File: config.mk
export PLATFORM = sky130hd
export DESIGN_NAME = mux_rr_arb
export DESIGN_NICKNAME = d
export VERILOG_FILES = /design/src/rtl/mux_rr_arb.sv
export SDC_FILE = /design/constraint.sdc
export NUM_CORES = 1
export LEC_CHECK = 0
export ABC_AREA = 1
export BUFFER_PORTS_ARGS = -buffer_cell sky130_fd_sc_hd__buf_2
export CORE_MARGIN = 1.5
export CORE_UTILIZATION = 43
export DETAILED_ROUTE_END_ITERATION = 12
export PLACE_DENSITY = 0.76
export SETUP_SLACK_MARGIN = 0.3
export SYNTH_ARGS = -nofsm -noshare
export SYNTH_HDL_FRONTEND = slang
export SYNTH_SLANG_ARGS = --single-unit
File: constraint.sdc
create_clock -name CLK -period 1.95 [get_ports CLK]
set_clock_uncertainty 0.1 [all_clocks]
set_input_delay 0.195 -clock CLK [delete_from_list [all_inputs] [get_ports CLK]]
set_output_delay 0.195 -clock CLK [all_outputs]
set_load 0.005 [all_outputs]
File: src/rtl/mux_rr_arb.sv
// N:1 registered mux with valid/ready per channel and fixed or round-robin select.
// Ports: CLK, Reset_L (async, active-low); in/in_valid/in_ready producer side;
// sel, mode (0 fixed, 1 round-robin); out/out_chan/out_valid/out_ready consumer side;
// in_last only with MUX_LOCK_EN defined (packet lock until final beat).
module mux_rr_arb #(
  parameter int WIDTH = 8,
  parameter int N     = 4,
  parameter int SELW  = 2
) (
  input  logic               CLK,
  input  logic               Reset_L,
  input  logic [N*WIDTH-1:0] in,
  input  logic [N-1:0]       in_valid,
  output logic [N-1:0]       in_ready,
`ifdef MUX_LOCK_EN
  input  logic [N-1:0]       in_last,
`endif
  input  logic [SELW-1:0]    sel,
  input  logic               mode,
  output logic [WIDTH-1:0]   out,
  output logic [SELW-1:0]    out_chan,
  output logic               out_valid,
  input  logic               out_ready
);

  logic [WIDTH-1:0] out_q, out_d;
  logic [SELW-1:0]  chan_q, chan_d;
  logic             vld_q, vld_d;
  logic [SELW-1:0]  last_q, last_d;

  logic             load;
  logic             xfer;
  logic [SELW-1:0]  grant;
  logic             grant_valid;
  logic [SELW-1:0]  rr_grant;
  logic             rr_valid;
  logic             fx_valid;
  logic [WIDTH-1:0] gdata;

  assign load = !vld_q || out_ready;
  assign xfer = load && grant_valid;

  // scan last+1 .. N-1, 0 .. last; first valid channel wins
  always_comb begin
    int idx;
    idx      = 0;
    rr_grant = '0;
    rr_valid = 1'b0;
    for (int i = 1; i <= N; i++) begin
      idx = int'(last_q) + i;
      if (idx >= N) idx = idx - N;
      if (!rr_valid && in_valid[idx]) begin
        rr_valid = 1'b1;
        rr_grant = SELW'(idx);
      end
    end
  end

  always_comb begin
    fx_valid = 1'b0;
    if (int'(sel) < N) fx_valid = in_valid[sel];
  end

`ifdef MUX_LOCK_EN
  logic            lock_q, lock_d;
  logic [SELW-1:0] lock_ch_q, lock_ch_d;

  always_comb begin
    grant       = '0;
    grant_valid = 1'b0;
    if (lock_q) begin
      grant       = lock_ch_q;
      grant_valid = in_valid[lock_ch_q];
    end else if (mode) begin
      grant       = rr_grant;
      grant_valid = rr_valid;
    end else begin
      grant       = sel;
      grant_valid = fx_valid;
    end
  end

  always_comb begin
    lock_d    = lock_q;
    lock_ch_d = lock_ch_q;
    if (xfer) begin
      lock_d    = !in_last[grant];
      lock_ch_d = grant;
    end
  end

  always_ff @(posedge CLK or negedge Reset_L) begin
    if (!Reset_L) begin
      lock_q    <= 1'b0;
      lock_ch_q <= '0;
    end else begin
      lock_q    <= lock_d;
      lock_ch_q <= lock_ch_d;
    end
  end
`else
  always_comb begin
    grant       = '0;
    grant_valid = 1'b0;
    if (mode) begin
      grant       = rr_grant;
      grant_valid = rr_valid;
    end else begin
      grant       = sel;
      grant_valid = fx_valid;
    end
  end
`endif

  // loop select keeps an out-of-range grant from indexing past the bus
  always_comb begin
    gdata = '0;
    for (int k = 0; k < N; k++) begin
      if (int'(grant) == k) gdata = in[k*WIDTH +: WIDTH];
    end
  end

  always_comb begin
    in_ready = '0;
    for (int k = 0; k < N; k++) begin
      in_ready[k] = xfer && (int'(grant) == k);
    end
  end

  always_comb begin
    out_d  = out_q;
    chan_d = chan_q;
    vld_d  = vld_q;
    last_d = last_q;
    if (load) begin
      vld_d = grant_valid;
      if (grant_valid) begin
        out_d  = gdata;
        chan_d = grant;
      end
    end
    if (xfer && mode) last_d = grant;
  end

  always_ff @(posedge CLK or negedge Reset_L) begin
    if (!Reset_L) begin
      out_q  <= '0;
      chan_q <= '0;
      vld_q  <= 1'b0;
      last_q <= SELW'(N - 1);
    end else begin
      out_q  <= out_d;
      chan_q <= chan_d;
      vld_q  <= vld_d;
      last_q <= last_d;
    end
  end

  assign out       = out_q;
  assign out_chan  = chan_q;
  assign out_valid = vld_q;

endmodule

==> results of run 1 <==
[per-stage QoR]
step	util, %	TNS (ns)	instance area, sq um	setup slack [ns]
3_3_place_gp	59.2	-2.85	1780	-0.239
6_report	72.2	-5.00	2170	-0.475
4_1_cts	67.2	-4.92	2020	-0.450
5_1_grt	72.2	-7.04	2170	-0.626
2_1_floorplan	-	-0.204	1380	-0.0404
3_5_place_dp	59.2	-3.43	1780	-0.293
[cell type report]
| type | instances | area (sq um) | share of cell area [%] |
|---|---|---|---|
| Multi-Input combinational cell | 151 | 987 | 45.6 |
| Timing Repair Buffer | 96 | 691 | 31.9 |
| Sequential cell | 13 | 328 | 15.1 |
| Inverter | 23 | 93.8 | 4.33 |
| Tap cell | 33 | 41.3 | 1.91 |
| Clock buffer | 4 | 26.3 | 1.21 |
[path summary, 6_finish.rpt]
kind / endpoint / slack [ns] / depth (start not counted)
min in group asynchronous: out[1] / 0.24 / 2
setup reg to reg: out[5] / -0.39 / 18
max in group asynchronous: last_q[1] / 1.20 / 2
hold reg to reg: out_chan[1] / 0.38 / 2
setup / recovery: in_ready[0] / -0.47 / 14
hold / removal: out[3] / 0.10 / 5
[per-layer routing]
metal,routed length [microns],global-route usage [%]
met2,2100,37.9
met3,181,3.08
met1,1710,27.7
met5,0,0
met4,8,3.25
[cells in the final DEF (no fill, tap or decap), types with 2 or more instances in the layout]
cell,n
a21oi_1,3
buf_12,4
buf_2,56
buf_4,23
buf_6,10
clkbuf_4,3
dfrtp_1,11
dfstp_2,2
dlygate4sd3_1,2
inv_1,16
inv_2,5
nand2_1,35
nand2_2,19
nand2_4,12
nand3_1,23
nand3_2,14
nor2_1,14
nor2_2,2
nor2_4,5
o21ai_0,3
o21ai_1,5
o21ai_2,6
or2_1,3
[sequential cells by signal, summed over array words and instances (netlist names)]
signal,flops
last_q,2
out_valid,1
out_chan,2
out,8
[power breakdown]
part	internal, uW	total [uW]	switching, uW
Sequential	412	501	88.5
Clock	79.4	174	95.0
Combinational	1280	2670	1400
Total	1770	3350	1580
[worst register-to-register path: stages (launching register included)]
cell and delay (ns):
dfstp_2 0.57, buf_12 0.13, inv_8 0.05, nand2_4 0.07, nand2_4 0.07, nand2_4 0.09, nand2_4 0.06, nor2_4 0.10
nand3_2 0.10, nand2_4 0.09, nor2_4 0.05, nor2_8 0.16, buf_6 0.12, buf_6 0.11, buf_6 0.11, nand3_1 0.08
nand2_1 0.06, nor2_1 0.04, nor2_1 0.13
[kinds of logic (layout without fill, tap and decap cells)]
group / Yosys count / after routing
buffers and inverters: 30 / 123
AOI/OAI and AO/OA: 21 / 21
DFF: 13 / 13
and+or+nand+nor: 130 / 130
[timing repair]
action,in CTS,in global routing
cloned,0,1
pin swaps,21,18
hold endpoints to repair,14,0
gates resized for setup,15,27
hold buffers,2,0
setup buffers,16,2
endpoints found under the setup margin,17,17
[synth_stat cells, drive strengths merged]
cell    count  area [sq um]
nand2      66           328
nand3      37           205
inv        22          90.1
nor2       22           124
o21ai      15          93.8
dfrtp      11           275
buf         7          82.6
a21oi       4          31.3
or2         3          18.8
dfstp       2          52.6
a21boi      1          11.3
clkinv      1          3.75
nand4       1          6.26
nor3        1          5.00
o21bai      1          18.8
==> summary.md, run 1 <==
| Metric | Value |
|---|---|
| Max Cap Violations | 0 |
| CP startpoint | last_q[0] |
| Sequential area share after synthesis | 24.3% |
| Vias per cell | 4.94 |
| Fillers | 226 |
| Gr usage total | a little over a fifth |
| Synth Area in Compound Gates | 11.5% |
| Main combinational cell family by area after synthesis | simple AND/OR/NAND/NOR gates |
| Leak | approximately 0.0012 uW |
| Min-delay worst type | input pin to flop |
| Reg2reg start | last_q[0] |
| Syn Inst Count | 194 |
| Post-Place Cells | 295 |
| Total power | around 3300 uW |
| Failing checks | setup timing |
| Routed Wire Length | 4.00 mm |
| CP top delay family | simple AND/OR/NAND/NOR gates |
| Worst Path Buf+Inv | 5 |
| Critical path class | flop to output port |
| Synth Area in Simple Gates | 51.0% |
| Worst slew pin tran | approximately 0.4 ns |
| Share of layout cells above drive strength 1 | 58.9% |
| First-pass DRT Iterations | 4 |
| Synth warnings | 0 |
| Max Buffers Root-to-Sink | 2 |
| CP Data Required Time | 1.65 ns |
| Slowest Stage Delay on Critical Path | 0.57 ns |
| Critical-path cell list | buf_12 > inv_8 > nand2_4 > nand2_2 > nor2_4 > nor2_1 > nand3_2 > nand2_2 > inv_2 > a21oi_4 > nor2_4 > inv_2 > nor3_2 > buf_2 |
| RePlAce Congestion | approximately 0.9 |
| Pins Over Slew Limit | 0 |
| Avg Inst Size Synth | 6.94 sq um |
| Endpoints failing setup | 16 |
| First-pass GRT wire length | 5.79 mm |
| Setup crit start kind | flop |
| Hpwl dp | 2.53 mm |
| Worst-Skew Late Latency | 0.27 ns |
| Nets@finish | 330 |
| Die span in x | 59.0 microns |
| Root Buffer | clkbuf_4 |
| # diodes | 0 |
| Final std cells w/o fill | between 300 and 400 |
| Clock tree from TritonCTS | done |
| Hold WS | 0.102 ns |
| Final worst path period share | 124% |
| Largest net degree at the start of global routing | 16 |
| Fin crit period | 2.42 ns |
| Max VDD drop | 0.000736 V |
| Syn_nets | ~240 |
| Area growth syn-to-layout | 61.0% |
| # H-tree levels | 1 |
| Total congestion overflow | 0 |
| Post-synthesis xor/xnor area fraction | 0% |
| Slowest cell on crit path | dfstp_2 |
| Clock slew at reported path FFs | 0.10 ns |
| CTS buffer count | 3 |
| Initial DRC Count | 72 |
| Antenna violations before repair | 0 |
| Worst Setup End Kind | output port |
| Distinct cell type count after synthesis | 27 |
| Core area | 0.00300 sq mm |
| Pwr dens | 1550 mW/mm^2 |
| Fin. Hold Viols | 0 |
| Routed Antenna Nets | 0 |
| Worst EP arrival | 2.13 ns |
| Die ar. | ~0.0035 sq mm |
| I/O pins | 57 |
| Synthesized-area fraction occupied by adder cells | 0% |
| Hold path start | in[27] |
| Buffers on Ports | 56 |
| Slew margin rel. | about 72% |
| Post-synthesis mux area share | 0% |
| Crit path max fanout | 8 |
| Status | finished, violations left |
| Clk sink count | 13 |
| Maximum clock rate | 412 MHz |
| Drt wl/cell | around 12 microns |
| Die height | 59.0 microns |
| Number of synthesized register bits | 13 |
| Setup slack after layout | -0.475 ns |
| Mapped Area | approximately 0.0013 sq mm |
| DRC viols | 0 |
| RSZ-0062 raised after global routing | yes |
| Starting Density | around 45% |
| Vias | about 1.6k |
| Row cnt | 20 |
| Number of global-route vias before repair | 1405 |
Power figures use the tool's default switching activity.
==> run 2, diff against run 1 <==
--- a/config.mk
+++ b/config.mk
@@ -5,12 +5,12 @@
 export SDC_FILE = /design/constraint.sdc
 export NUM_CORES = 1
 export LEC_CHECK = 0
-export ABC_AREA = 1
+export ABC_AREA = 0
 export BUFFER_PORTS_ARGS = -buffer_cell sky130_fd_sc_hd__buf_2
 export CORE_MARGIN = 1.5
-export CORE_UTILIZATION = 43
+export CORE_UTILIZATION = 44
 export DETAILED_ROUTE_END_ITERATION = 12
-export PLACE_DENSITY = 0.76
+export PLACE_DENSITY = 0.77
 export SETUP_SLACK_MARGIN = 0.3
 export SYNTH_ARGS = -nofsm -noshare
 export SYNTH_HDL_FRONTEND = slang
==> summary.md, run 2 <==
| Metric | Value |
|---|---|
| Mapped Area | 0.00141 sq mm (+4.6%) |
| Net Switching | 735 uW (-54%) |
| Synth top cells by count | nand2_1 (44), o221ai_1 (24), inv_1 (19) |
| Gr usage total | 31.2% (+9.9 points) |
| Pwr dens | 705 mW/mm^2 (-54%) |
| Worst slew pin tran | 1.15 ns (+0.737 ns) |
| Routed Wire Length | 6.04 mm (+51%) |
| Initial DRC Count | 135 (+88%) |
| Post-Place Cells | 298 (+1.0%) |
| Clk sink count | 13 (unchanged) |
| Die span in x | 59.6 microns (+1.1%) |
| Total congestion overflow | 0 (unchanged) |
| Starting Density | 46.1% (+1.3 points) |
| # diodes | 0 (unchanged) |
| First-pass DRT Iterations | 5 (+1) |
| Slew margin rel. | 23.4% (-49 points) |
| Pins Over Slew Limit | 0 (unchanged) |
| Sequential area share after synthesis | 23.3% (-1.1 points) |
| I/O pins | 57 (unchanged) |
| Max VDD drop | 0.000544 V (-26%) |
| Final std cells w/o fill | 318 (-0.63%) |
| Drt wl/cell | 19.0 microns (+52%) |
| Max Cap Violations | 0 (unchanged) |
| Net switching fraction of the power | 43.2% (-4.0 points) |
| Utilization after layout | 79.1% (+6.9 points) |
| Share of layout cells above drive strength 1 | 55.5% (-3.4 points) |
| Status | finished, violations left |
| Syn Inst Count | 192 (-1.0%) |
| R2r worst-path depth | 8 (-10) |
| Maximum clock rate | 438 MHz (+6.2%) |
| Slowest cell on crit path | dfstp_2 |
| Most instantiated library cell after synthesis | nand2_1 |
| Antenna violations before repair | 0 (unchanged) |
| RePlAce Congestion | 0.883 (-3.0%) |
| Most frequent cells in the layout | buf_2 (56), nand2_1 (43), buf_4 (27), inv_1 (19), o221ai_1 (16) |
| Setup slack after layout | -0.333 ns (+0.142 ns) |
| Slowest Stage Delay on Critical Path | 0.61 ns (+0.04 ns) |
| # H-tree levels | 1 (unchanged) |
| Clock slew at reported path FFs | 0.09 ns (about the same) |
| Most common flop cell mapped by yosys | dfrtp_1 |
| Max Buffers Root-to-Sink | 2 (unchanged) |
| Total power | 1700 uW (-49%) |
| Row cnt | 20 (unchanged) |
| Sequential cell fraction of total power | 25.1% (+10 points) |
| Largest net degree at the start of global routing | 33 (+17) |
| Vias per cell | 6.49 (+31%) |
| Synth warnings | 0 (unchanged) |
| Hpwl dp | 3.44 mm (+36%) |
| Max FFs per register | 8 (unchanged) |
| CTS buffer count | 3 (unchanged) |
| Asr flop ratio synth | 100% (unchanged) |
| Area leader, netlist | dfrtp_1 |
| Hold path depth | 3 (-2) |
| Worst Setup End Kind | output port |
| Syn_nets | 234 (-0.85%) |
| Number of global-route vias before repair | 1849 (+32%) |
| RSZ-0062 raised after global routing | yes |
| Worst EP arrival | 1.99 ns (-0.14 ns) |
| First-pass GRT wire length | 8.44 mm (+46%) |
| Clock tree from TritonCTS | done |
| Post-synth EDFFs | 0 (unchanged) |
| Critical path class | flop to output port |
| Setup TNS | -2.40 ns (+2.60 ns) |
| Fin crit period | 2.28 ns (-0.142 ns) |
| Root Buffer | clkbuf_4 |
| Endpoints failing setup | 13 (-3) |
| Nets@finish | 317 (-3.9%) |
| Core area | 0.00305 sq mm (+1.7%) |
| Avg Inst Size Synth | 7.34 sq um (+5.7%) |
| Failing checks | setup timing |
| Area growth syn-to-layout | 71.3% |
| CP Data Required Time | 1.65 ns (about the same) |
| Crit path max fanout | 6 (-2) |
| Routed Antenna Nets | 0 (unchanged) |
| Distinct cell type count after synthesis | 34 (+26%) |
| Die height | 59.6 microns (+1.1%) |
| Clk pwr share | 10.9% (+5.7 points) |
| Vias | 2063 (+31%) |
| Largest cells by area after synthesis | dfrtp_1 (20%), o221ai_1 (15%), nand2_1 (12%) |
| Final worst path period share | 117% (-7.3 points) |
| Most common cell after layout, fill and taps aside | buf_2 |
| Fillers | 201 (-11%) |
| Die ar. | 0.00355 sq mm (+2.1%) |
| Pint | 966 uW (-45%) |
| Number of synthesized register bits | 13 (unchanged) |
| Leak | 0.00109 uW (-7.6%) |
| Setup crit start kind | flop |
| Post-synth top area share | 19.5% (-0.91 points) |
| Buffers on Ports | 56 (unchanged) |
| Min-delay worst type | input pin to flop |
| Combinational Power Share | 64.0% (-16 points) |
| DRC viols | 0 (unchanged) |
| Fin. Hold Viols | 0 (unchanged) |
| Worst-Skew Late Latency | 0.29 ns (+0.02 ns) |
| Critical-path cell list | buf_6 > a21boi_0 > o21ai_0 > o221a_2 > nand2b_4 > nor2_2 > buf_2 |
run 2: layout make-up:
type                       instances  area, sq um  share of cell area (%)
tap                               44         55.1                    2.28
multi-input combinational        142         1240                    51.3
clock buffer                       3         22.5                   0.933
timing repair buffer              96          693                    28.7
inverter                          19         71.3                    2.95
sequential                        13          328                    13.6
clock inverter                     1         5.00                   0.207
run 2: through the flow:
stage	area (sq um)	worst slack [ns]	hold WS (ns)
4_1_cts	2170	-0.187	0.109
3_3_place_gp	1940	-0.0629	-0.00539
3_5_place_dp	1940	-0.0669	-0.00221
2_1_floorplan	1490	0.129	-0.201
6_report	2410	-0.333	0.148
5_1_grt	2410	-0.354	0.149
run 2: final timing paths:
kind	startpoint	end	slack, ns
worst max-delay path	last_q[0]	in_ready[2]	-0.33
worst min-delay path	out_ready	out_valid	0.15
worst max register to register	last_q[0]	out[5]	-0.16
worst min register to register	out_chan[1]	out_chan[1]	0.40
max in group asynchronous	Reset_L	last_q[0]	1.25
min in group asynchronous	Reset_L	out[4]	0.22
run 2: critical path: cells and delay by family, from the launching register on:
kind / cells / cell delay, ns
flops: 1 / 0.61
simple gates: 2 / 0.22
compound gates: 3 / 0.62
buf+inv: 2 / 0.26
run 2: cell families (layout without fill, tap and decap cells):
| kind of cell | Yosys count | in the layout | synth area share (%) |
|---|---|---|---|
| muxes | 1 | 1 | 1.60 |
| buffers and inverters | 37 | 119 | 11.8 |
| AOI/OAI and AO/OA | 56 | 56 | 34.2 |
| and+or+nand+nor | 85 | 85 | 29.1 |
| DFF | 13 | 13 | 23.3 |
run 2: power by group through the flow:
stage / registers, uW / logic [uW] / clock network (uW)
after global routing: 430 / 1150 / 198
after global placement: 423 / 722 / 0
after floorplan: 410 / 442 / 0
after detailed placement: 426 / 739 / 0
after CTS: 414 / 877 / 179
final: 427 / 1090 / 185
run 2: what timing repair did:
action                     4_1_cts  5_1_grt
pin swaps                        6       16
resized for setup               22       35
setup endpoints to repair       14       15
hold endpoints to repair        13        0
setup buffers                    8        7
hold buffers                     1        0
run 2: routing by layer:
| metal | track usage [%] | vias up | wire (microns) |
|---|---|---|---|
| met5 | 0 | - | 0 |
| met4 | 11.7 | 0 | 172 |
| met3 | 3.49 | 25 | 582 |
| met2 | 51.8 | 159 | 2950 |
| met1 | 41.5 | 977 | 2330 |
| li1 | - | 902 | - |
==> run 3, diff against run 2 <==
--- a/config.mk
+++ b/config.mk
@@ -11,6 +11,7 @@
 export CORE_UTILIZATION = 44
 export DETAILED_ROUTE_END_ITERATION = 12
 export PLACE_DENSITY = 0.77
+export RECOVER_POWER = 100
 export SETUP_SLACK_MARGIN = 0.3
 export SYNTH_ARGS = -nofsm -noshare
 export SYNTH_HDL_FRONTEND = slang
==> summary.md, run 3 (synthesis results as in run 2) <==
| Metric | Value |
|---|---|
| Status | finished, violations left |
| Failing checks | setup timing |
| # diodes | 0 (unchanged) |
| Worst-Skew Late Latency | 0.29 ns (about the same) |
| Slowest cell on crit path | dfstp_2 |
| Final std cells w/o fill | 318 (unchanged) |
| Fillers | 204 (+1.5%) |
| Row cnt | 20 (unchanged) |
| Maximum clock rate | 442 MHz (+0.89%) |
| Worst Path Buf+Inv | 2 (unchanged) |
| I/O pins | 57 (unchanged) |
| Critical path class | flop to output port |
| Placed instance area | 0.00194 sq mm (unchanged) |
| Share of layout cells above drive strength 1 | 53.6% (-1.8 points) |
| Min-delay worst type | input pin to flop |
| Fin. Hold Viols | 0 (unchanged) |
| Slew margin rel. | 24.3% (+0.96 points) |
| Clk sink count | 13 (unchanged) |
| Largest net degree at the start of global routing | 33 (unchanged) |
| First-pass GRT wire length | 8.44 mm (unchanged) |
| Max VDD drop | 0.000545 V (+0.14%) |
| Crit path max fanout | 6 (unchanged) |
| Max Buffers Root-to-Sink | 2 (unchanged) |
| Worst Setup End Kind | output port |
| Endpoints failing setup | 13 (unchanged) |
| Hpwl dp | 3.44 mm (unchanged) |
| Clock tree from TritonCTS | done |
| Setup crit start kind | flop |
| Number of global-route vias before repair | 1849 (unchanged) |
| Register area | 328 sq um (unchanged) |
| Utilization after layout | 78.8% (-0.29 points) |
| RePlAce Congestion | 0.883 (unchanged) |
| Design area | 0.00240 sq mm (-0.36%) |
| Routed Antenna Nets | 0 (unchanged) |
| CP Data Required Time | 1.65 ns (about the same) |
| Clock slew at reported path FFs | 0.09 ns (about the same) |
| Most frequent cells in the layout | buf_2 (52), nand2_1 (43), buf_4 (26), inv_1 (19), o221ai_1 (16) |
| Drt wl/cell | 18.7 microns (-1.4%) |
| Antenna violations before repair | 0 (unchanged) |
| Setup slack after layout | -0.313 ns (+0.0201 ns) |
| Core area | 0.00305 sq mm (unchanged) |
| Hold EP | out_valid |
| Worst EP arrival | 1.97 ns (-0.02 ns) |
| Slowest Stage Delay on Critical Path | 0.61 ns (about the same) |
| RSZ-0062 raised after global routing | yes |
| Fin crit period | 2.26 ns (-0.0201 ns) |
| R2r endpoint | out[5] |
| Die height | 59.6 microns (unchanged) |
| CTS buffer count | 3 (unchanged) |
| Pins Over Slew Limit | 0 (unchanged) |
| Max FFs per register | 8 (unchanged) |
| Vias per cell | 6.36 (-1.9%) |
| Die ar. | 0.00355 sq mm (unchanged) |
| Hold path start | out_ready |
| Gr usage total | 31.2% (unchanged) |
| Area growth syn-to-layout | 70.7% |
| Die span in x | 59.6 microns (unchanged) |
| Buffers on Ports | 56 (unchanged) |
| Initial DRC Count | 133 (-1.5%) |
| Worst slew pin tran | 1.13 ns (-0.0143 ns) |
| FF-to-FF setup slack | -0.14 ns (+0.02 ns) |
| Total congestion overflow | 0 (unchanged) |
| Post-Place Cells | 298 (unchanged) |
| Pwr dens | 703 mW/mm^2 (-0.28%) |
| Total power | 1690 uW (-0.64%) |
| R2r worst-path depth | 8 (unchanged) |
| Multi-input gate area | 0.00124 sq mm (unchanged) |
| CP top delay family | flip-flops |
| Vias | 2024 (-1.9%) |
| # H-tree levels | 1 (unchanged) |
| DRC viols | 0 (unchanged) |
| Root Buffer | clkbuf_4 |
| Routed Wire Length | 5.95 mm (-1.4%) |
| Leak | 0.00107 uW (-1.5%) |
| Hold path depth | 3 (unchanged) |
| Max Cap Violations | 0 (unchanged) |
| Reg2reg start | last_q[0] |
| Final worst path period share | 116% (-1.0 points) |
| Critical-path cell list | buf_6 > a21boi_0 > o21ai_0 > o221a_2 > nand2b_4 > nor2_2 > buf_2 |
| First-pass DRT Iterations | 4 (-1) |
| Starting Density | 46.1% (unchanged) |
| Nets@finish | 317 (unchanged) |
| Most common cell after layout, fill and taps aside | buf_2 |
[run 3: worst max path at each step]
| stage | from | slack, ns | end | depth (start not counted) |
|---|---|---|---|---|
| 2_1_floorplan | last_q[0] | 0.13 | out[5] | 7 |
| 3_3_place_gp | in_valid[3] | -0.06 | out[6] | 8 |
| 3_5_place_dp | in_valid[3] | -0.07 | in_ready[2] | 8 |
| 4_1_cts | last_q[0] | -0.19 | in_ready[2] | 7 |
| 5_1_grt | last_q[0] | -0.35 | in_ready[2] | 7 |
| 6_report | last_q[0] | -0.31 | in_ready[2] | 7 |
[run 3: metal layers]
metal / track usage (%) / vias up / part of all wire [%]
li1: - / 902 / -
met3: 3.49 / 26 / 9.0
met4: 11.7 / 0 / 3.3
met1: 41.5 / 967 / 39
met5: 0 / - / 0
met2: 51.8 / 129 / 49
[run 3: tightest hold or removal path, cell delays in order]
cell,delay (ns)
buf_2,0.09
nor2b_1,0.08
nand2b_1,0.14
[run 3: power breakdown]
part | internal, uW | total [uW] | leakage (uW) | switching, uW
Sequential | 355 | 428 | 0.000155 | 72.7
Combinational | 528 | 1080 | 0.000897 | 550
Clock | 76.5 | 185 | 0.0000177 | 108
[run 3: stage by stage]
step	hold WS, ns	setup slack (ns)	setup TNS, ns
floorplan	-0.201	0.129	0
global placement	-0.00539	-0.0629	-0.280
detailed placement	-0.00221	-0.0669	-0.335
CTS	0.109	-0.187	-0.657
global route	0.149	-0.354	-2.72
finish	0.146	-0.313	-2.12
[run 3: layout make-up]
cell class,instances,area share (%)
tap,44,2.29
sequential,13,13.6
clock buffer,3,0.937
clock inverter,1,0.208
multi-input combinational,142,51.5
inverter,19,2.97
timing repair buffer,96,28.5
[run 3: repair_timing]
| item | CTS | global route |
|---|---|---|
| setup endpoints to repair | 14 | 15 |
| hold endpoints to repair | 13 | 0 |
| hold buffers | 1 | 0 |
| pin swaps | 6 | 16 |
| setup buffers | 8 | 7 |
| gates resized for setup | 22 | 35 |
